--- src/rtl/mem_stage.sv ---
// Memory-access stage: turns EX/MEM load/store requests into one outstanding req/ack bus transaction.
// It stalls upstream until the access completes, then presents write-back controls for one DONE cycle.
module mem_stage #(
  parameter int TIMEOUT = 16,
  parameter int CNT_W   = 5
) (
  input  logic        clk,
  input  logic        rst,
  input  logic        MemRead_in,
  input  logic        MemWrite_in,
  input  logic        RegWrite_in,
  input  logic        MemToReg_in,
  input  logic [4:0]  DestReg_in,
  input  logic [31:0] ALU_result_in,
  input  logic [31:0] StoreData_in,
  output logic        mem_req,
  output logic        mem_we,
  output logic [31:0] mem_addr,
  output logic [31:0] mem_wdata,
  input  logic        mem_ack,
  input  logic [31:0] mem_rdata,
  output logic        stall_out,
  output logic        RegWrite_out,
  output logic        MemToReg_out,
  output logic [4:0]  DestReg_out,
  output logic [31:0] ALU_result_out,
  output logic [31:0] MemRead_data_out,
  output logic        align_err,
  output logic        bus_err
);

  typedef enum logic [1:0] {IDLE, BUSY, DONE} state_t;

  state_t           state;
  logic [CNT_W-1:0] cnt;
  logic [31:0]      data_q;
  logic             abort_q;

  logic mem_op;
  logic misaligned;
  logic timeout_hit;

  assign mem_op      = MemRead_in | MemWrite_in;
  assign misaligned  = ALU_result_in[1:0] != 2'b00;
  assign timeout_hit = cnt == CNT_W'(TIMEOUT - 1);

  always_ff @(posedge clk or posedge rst) begin
    if (rst) begin
      state     <= IDLE;
      mem_req   <= 1'b0;
      mem_we    <= 1'b0;
      mem_addr  <= '0;
      mem_wdata <= '0;
      cnt       <= '0;
      data_q    <= '0;
      abort_q   <= 1'b0;
    end else begin
      case (state)
        IDLE: begin
          if (mem_op && !misaligned) begin
            // A request with both read and write set is issued as a write.
            mem_req   <= 1'b1;
            mem_we    <= MemWrite_in;
            mem_addr  <= ALU_result_in;
            mem_wdata <= StoreData_in;
            cnt       <= '0;
            abort_q   <= 1'b0;
            state     <= BUSY;
          end
        end
        BUSY: begin
          cnt <= cnt + 1'b1;
          if (mem_ack) begin
            if (!mem_we) data_q <= mem_rdata;
            mem_req <= 1'b0;
            state   <= DONE;
          end else if (timeout_hit) begin
            mem_req <= 1'b0;
            data_q  <= '0;
            abort_q <= 1'b1;
            state   <= DONE;
          end
        end
        DONE:    state <= IDLE;
        default: state <= IDLE;
      endcase
    end
  end

  always_comb begin
    stall_out    = 1'b0;
    align_err    = 1'b0;
    bus_err      = 1'b0;
    RegWrite_out = 1'b0;
    case (state)
      IDLE: begin
        stall_out    = mem_op && !misaligned;
        align_err    = mem_op && misaligned;
        RegWrite_out = RegWrite_in && !mem_op;
      end
      BUSY: stall_out = 1'b1;
      DONE: begin
        bus_err      = abort_q;
        RegWrite_out = RegWrite_in && !abort_q;
      end
      default: ;
    endcase
  end

  assign MemToReg_out     = MemToReg_in;
  assign DestReg_out      = DestReg_in;
  assign ALU_result_out   = ALU_result_in;
  assign MemRead_data_out = data_q;

endmodule

--- config.mk ---
export PLATFORM = sky130hd
export DESIGN_NAME = mem_stage
export DESIGN_NICKNAME = d
export VERILOG_FILES = /design/src/rtl/mem_stage.sv
export SDC_FILE = /design/constraint.sdc
export NUM_CORES = 1
export LEC_CHECK = 0
export BUFFER_PORTS_ARGS = -buffer_cell sky130_fd_sc_hd__buf_4
export CORE_MARGIN = 3
export CORE_UTILIZATION = 40
export CTS_CLUSTER_DIAMETER = 60
export DETAILED_ROUTE_END_ITERATION = 12
export GPL_TIMING_DRIVEN = 1
export HOLD_SLACK_MARGIN = 0.08
export PLACE_DENSITY = 0.74
export SKIP_CTS_REPAIR_TIMING = 1
export SYNTH_ARGS = -nofsm -noshare
export SYNTH_HDL_FRONTEND = slang
export SYNTH_SLANG_ARGS = --single-unit
--- constraint.sdc ---
create_clock -name clk -period 8.4 [get_ports clk]
set_clock_uncertainty 0.1 [all_clocks]
set_input_delay 1.68 -clock clk [delete_from_list [all_inputs] [get_ports clk]]
set_output_delay 1.68 -clock clk [all_outputs]
set_load 0.01 [all_outputs]
### After elaboration in Yosys (flattened, before gate mapping)

Cells that the tools add are included.
Widths: inputs -> output; s select.

* bits in registers: 106
* bits in latches: 0
* RAM bits: 0
* ROM bits: 0
* input port bits: 108
* word-level logic and storage cells: 56
* memories kept: 0

* $add $sub $neg: 1
* $mul: 0
* divide/modulo/power cells: 0
* $lt $le $gt $ge: 0
* equality and inequality tests: 8
* shifts and indexed selects: 0
* muxes and demuxes: 21
* bitwise logic cells: 1
* reductions and logical operators: 17

Operator list (count)
* $mux 32: 3
* $pmux 5 s2: 1
* $mux 1: 8
* $ne 2x2->1 const B: 4
* $pmux 1 s2: 4
* $mux 2: 3
* $reduce_and 2->1: 3
* $reduce_and 3->1: 2
* $reduce_bool 2->1: 3
* $add 5x1->5 const B: 1
* $eq 5x4->1 const B: 1
* $mux 5: 1
* $logic_and 1x1->1: 4
* $pmux 2 s2: 1
* $reduce_and 4->1: 1
* $logic_not 1->1: 3
* $ne 3x3->1 const B: 1
* $eq 2x1->1 const B: 1
* $eq 2x2->1 const B: 1
* $logic_not 2->1: 1
* $or 1x1->1: 1

### Logic depth before layout (Yosys ltp)

Gate-level depths: netlist (run 1).

* word-level depth: 5
* mapped depth: 7

### Least setup slack after synthesis (run 1)

OpenSTA, ideal clock, no wires.

* path type: in2out
* start: in ALU_result_in[1]
* end: out stall_out
* arrival: 2627 ps
* data required time: 6620 ps
* path slack: 3993 ps
* stages on the path: 4
* cells stage by stage: or2_4 -> or4_1 -> buf_2 -> nand2_1

* cells in the longest elaborated chain, start to end: 4

RTL lines
* from (decl): RTL line 14 `input logic [31:0] ALU_result_in,`
* $reduce_bool 2->1: RTL line 44 `assign misaligned = ALU_result_in[1:0] != 2'b00;`
* $logic_not 1->1: RTL line 97 `stall_out = mem_op && !misaligned;`
* $logic_and 1x1->1: RTL line 97
* $pmux 1 s2: RTL line 95 `case (state)`
* to (decl): RTL line 22 `output logic stall_out,`

Every way passes these cells.

### Final worst setup path (run 1)

Same ends and word-level chain as after synthesis.

==> results of run 1 <==
-- how the worst max path moves through the flow --
stage,start,end,cells after the start
floorplan,rst,MemRead_data_out[0],1
global placement,ALU_result_in[1],stall_out,5
detailed placement,ALU_result_in[1],stall_out,5
CTS,ALU_result_in[1],stall_out,5
global route,ALU_result_in[1],stall_out,5
finish,ALU_result_in[1],stall_out,5
-- cell families (layout without fill, tap and decap cells) --
| group | count (synthesis) | after routing | synth area share [%] |
|---|---|---|---|
| AO/OA/AOI/OAI | 43 | 43 | 8.10 |
| adder cells (fa/ha/maj) | 2 | 2 | 0.577 |
| AND/OR/NAND/NOR | 28 | 28 | 3.89 |
| buffers and inverters | 58 | 258 | 9.66 |
| flip-flops | 106 | 106 | 61.1 |
| XOR/XNOR | 1 | 1 | 0.202 |
| multiplexers | 63 | 63 | 16.4 |
-- stage by stage --
step / util [%] / hold WS (ps)
finish: 58.5 / 394
global placement: 56.6 / 369
global route: 58.5 / 418
CTS: 58.5 / 399
floorplan: - / 406
detailed placement: 56.6 / 376
-- routing by layer --
metal	global-route usage [%]	up-vias	wire [um]
met5	0	-	0
met4	7.04	0	223
met3	4.78	14	907
met2	28.3	139	5470
met1	18.5	1525	3870
li1	-	1413	-
-- area by class of cell --
class	count	area, um^2
clock buffers	11	151
clock inverters	5	42.5
fillers	873	4320
inverters	4	17.5
multi-input cells	137	1270
flip-flops and latches	106	2650
well taps	136	170
repair buffers	238	1790
-- cell usage in the layout (no fill, tap or decap), drive strengths merged, types with 2 or more instances in the layout --
master  netlist  layout
and2          2       2
dfrtp       106     106
ha            2       2
clkbuf        1      11
mux2         63      63
o22ai         3       3
nand2b        3       3
nor2          6       6
nor3b         2       2
a21oi         3       3
nand2         7       7
inv           4       7
a22o         32      32
nor4          2       2
buf          53     238
-- worst max-delay path: cells and delay by family --
kind | cells | cell delay, ps
buf+inv | 2 | 260
simple gates | 3 | 1020
-- cell usage after synthesis --
master      n  share of area (%)
nand3_1     1               0.12
a21oi_1     3               0.35
nand2b_1    3               0.43
dfrtp_1   106                 61
mux2_1      6                1.6
inv_1       4               0.35
buf_6       6                1.6
nor2_1      6               0.52
o22ai_1     3               0.43
mux2_4      1               0.35
nor3b_2     1               0.29
xor2_1      1               0.20
and2_1      2               0.29
nor3b_1     1               0.17
nor4_4      1               0.49
o31ai_1     1               0.17
mux2_2     56                 15
a31o_2      1               0.20
clkbuf_1    1              0.086
or3b_2      1               0.20
a211o_1     1               0.20
o21ai_0     1               0.12
buf_4      39                6.7
ha_1        2               0.58
or4_1       1               0.17
nor4_1      1               0.14
nand2_1     7               0.61
o21bai_1    1               0.17
or2_4       1               0.20
a22o_1     32                6.5
buf_2       8               0.92
nor3_1      1               0.12
and3_1      1               0.14
-- sequential cells by signal, summed over array words and instances (netlist names) --
signal and cells:
MemRead_data_out 32, abort_q 1, cnt 5, mem_addr 32
mem_req 1, mem_wdata 32, mem_we 1, state 2
-- power breakdown --
| part | switching [mW] | internal [mW] | leakage [nW] |
|---|---|---|---|
| logic | 0.236 | 0.353 | 1.62 |
| clock network | 0.172 | 0.128 | 0.0969 |
| registers | 0.0943 | 0.670 | 1.30 |
| total | 0.503 | 1.15 | 3.02 |
==> flow_metrics.tcl, run 1 <==
set metrics [dict create \
    min_to "mem_wdata[11]" \
    finalHoldViolations 0 \
    place_hpwl_um 7970 \
    stdcell_count 637 \
    cts_tree "done" \
    place_congestion 0.709 \
    setup_tns_ps 0 \
    synth_warnings 0 \
    synth_area_per_cell_um2 14.4 \
    finalPower_mw 1.65 \
    numClockSinks 106 \
    maxSlewHeadroom_pct 18.1 \
    final_cell_area_um2 6090 \
    max_freq_mhz 211 \
    boundaryPins 248 \
    r2r_cells 3 \
    placed_cell_area_um2 5900 \
    r2r_slack_ps 5920 \
    cp_cell_sequence "buf_4 > or2_4 > or4_1 > nand2_1 > buf_4" \
    r2r_end "MemRead_data_out[17]" \
    clk_path_buf_depth 2 \
    p_leak_nw 3.02 \
    reg2reg_from "state[1]" \
    max-vdd-ir-drop_v 0.000144 \
    viasPerCell 4.85 \
    antenna_found_initial 0 \
    grt_pass1_vias 2950 \
    critical_path.slowest_cell "or4_1" \
    syn_to_final_growth_pct 40.5 \
    powerDensity_nw_per_um2 271 \
    crit_arrival_ps 2950 \
    worst_pin_slew_ps 1230 \
    ys_types 33 \
    grt.total_usage_pct 16.3 \
    die_w_um 110 \
    initial_utilization_pct 41.7 \
    cap_violations 0 \
    netlist_area_um2 4340 \
    design.die.area_um2 12100 \
    ys_ff_latch 106 \
    critPathKind "in2out" \
    slowest_delay_ps 630 \
    overflow 0 \
    post-place-cells 621 \
    setup_viol_count_final 0 \
    grt_max_degree 59 \
    cts_inserted_buffers 9 \
    clkSlewWorstSetupHoldPaths_ps 90 \
    min_from "mem_wdata[11]" \
    critPathRequiredTime_ps 6620 \
    seq_area_frac_synth_pct 61.1 \
    first_pass_iters 4 \
    ant_nets 0 \
    post_drt_wl_per_cell_um 16.4 \
    wirelength_um 10500 \
    hold_class "reg2reg" \
    endpoint_kind "primary output" \
    pre_cts_slack_ps 3670 \
    drive_above_1_share_pct 63.3 \
    cts_root_buf "clkbuf_8" \
    drc 0 \
    synth_fp_nets 411 \
    fin_ws_ps 3670 \
    htreeDepth 3 \
    vias 3091 \
    diodes 0 \
    path_max_fanout 7 \
    grt_pass1_wl_um 14800 \
    io_buffers 235 \
    slew_violations 0 \
    cpMostUsedCell "buf_4" \
    min_path_cells 1 \
    first_iter_violations 130 \
    rows 37 \
    die_y_um 110 \
    clock_latency_ps 350 \
    syn_inst 301 \
    outcome "complete, no violations" \
    period_needed_ps 4730 \
    rsz0062_at_grt "false" \
    startpoint_type "primary input" \
    core_area_um2 10400 \
    fin_crit_sh_pct 56.4 \
    nNetsFinal 606 \
]
Note: power is estimated with default switching activity, not from simulation.
==> run 2, diff against run 1 <==
==> constraint.sdc (replaced) <==
create_clock -name clk -period 4.6 [get_ports clk]
set_clock_uncertainty 0.1 [all_clocks]
set_input_delay 0.92 -clock clk [delete_from_list [all_inputs] [get_ports clk]]
set_output_delay 0.92 -clock clk [all_outputs]
set_load 0.01 [all_outputs]
==> flow_metrics.tcl, run 2 (synthesis results as in run 1) <==
set metrics [dict create \
    outcome "complete, no violations" \
    powerDensity_nw_per_um2 500 \
    clock_latency_ps 350 \
    cap_violations 0 \
    max-vdd-ir-drop_v 0.000256 \
    setup_tns_ps 0 \
    fillers 841 \
    slowest_delay_ps 620 \
    rows 37 \
    post_drt_wl_per_cell_um 16.2 \
    cts_root_buf "clkbuf_8" \
    cts_tree "done" \
    worst_pin_slew_ps 1210 \
    grt.total_usage_pct 16.1 \
    initial_utilization_pct 41.7 \
    clk_path_buf_depth 2 \
    first_iter_violations 104 \
    drc 0 \
    syn_to_final_growth_pct 40.7 \
    slew_violations 0 \
    diodes 0 \
    path_max_fanout 7 \
    crit_arrival_ps 2190 \
    clkSlewWorstSetupHoldPaths_ps 80 \
    vias 2988 \
    rsz0062_at_grt "false" \
    critPathRequiredTime_ps 3580 \
    maxSlewHeadroom_pct 19.4 \
    die_w_um 110 \
    cts_inserted_buffers 9 \
    startpoint_type "primary input" \
    finalPower_mw 3.05 \
    grt_pass1_wl_um 14600 \
    numClockSinks 106 \
    boundaryPins 248 \
    period_needed_ps 3210 \
    final_common_cell "buf_4" \
    critPathKind "in2out" \
    endpoint_kind "primary output" \
    cpMostUsedCell "buf_4" \
    first_pass_iters 4 \
    hold_class "reg2reg" \
    wirelength_um 10300 \
    design.die.area_um2 12100 \
    p_leak_nw 3.02 \
    hold_ws_ps 395 \
    antenna_found_initial 0 \
    setup_viol_count_final 0 \
    grt_max_degree 80 \
    htreeDepth 3 \
    fin_crit_sh_pct 69.7 \
    io_buffers 235 \
    viasPerCell 4.70 \
    die_y_um 110 \
    place_hpwl_um 7920 \
    max_freq_mhz 312 \
    critical_path.slowest_cell "or4_1" \
    core_area_um2 10400 \
    nNetsFinal 606 \
    overflow 0 \
    fin_util_pct 58.6 \
    cp_cell_sequence "buf_4 > or2_4 > or4_1 > nand2_1 > buf_4" \
    final_cell_mix "buf_4, dfrtp_1, mux2_2" \
    ant_nets 0 \
    drive_above_1_share_pct 63.0 \
    place_congestion 0.711 \
    finalHoldViolations 0 \
    grt_pass1_vias 2879 \
]
==> run 2: cell types whose count changed in the layout (fill, tap and decap cells not counted) <==
cell        previous run  this run
inv_6                  3         1
bufinv_16              0         1
clkbuf_1               0         1
clkinvlp_4             1         0
==> run 2: final timing paths <==
path | from | to | slack (ps) | cells past startpoint
worst max-delay path | ALU_result_in[1] | stall_out | 1390 | 5
worst min register to register | mem_addr[23] | mem_addr[23] | 400 | 1
worst max register to register | state[1] | MemRead_data_out[25] | 2160 | 3
worst min-delay path | mem_addr[23] | mem_addr[23] | 400 | 1
max in group asynchronous | rst | MemRead_data_out[20] | 2790 | 3
min in group asynchronous | rst | mem_addr[13] | 670 | 2
==> run 2: metal layers <==
layer | track usage [%] | wire length (um) | vias up | part of all wire, %
li1 | - | - | 1412 | -
met1 | 17.8 | 3790 | 1428 | 37
met2 | 28.6 | 5390 | 131 | 52
met3 | 4.25 | 896 | 17 | 8.7
met4 | 8.00 | 230 | 0 | 2.2
met5 | 0 | 0 | - | 0
==> run 2: worst max-delay path, delay by kind of cell <==
kind                   cells  cell delay (ps)
buffers and inverters      2              260
and+or+nand+nor            3             1010
==> run 2: metrics by stage <==
step	instances	cell area, um^2	setup slack, ps
after global routing	636	6100	1330
final	636	6100	1390
after detailed placement	621	5900	1400
after global placement	621	5900	1400
after CTS	636	6100	1390
after floorplan	301	4340	791
==> run 2: report_power, final <==
part | internal, mW | switching, mW | total [mW]
Combinational | 0.645 | 0.435 | 1.08
Sequential | 1.22 | 0.169 | 1.39
Clock | 0.282 | 0.300 | 0.582
==> run 2: layout make-up <==
type / instances / area [um^2] / area share (%)
Multi-Input combinational cell: 137 / 1270 / 20.9
Timing Repair Buffer: 238 / 1790 / 29.3
Clock inverter: 3 / 47.5 / 0.779
Tap cell: 136 / 170 / 2.79
Inverter: 4 / 17.5 / 0.287
Sequential cell: 106 / 2650 / 43.5
Clock buffer: 12 / 155 / 2.54
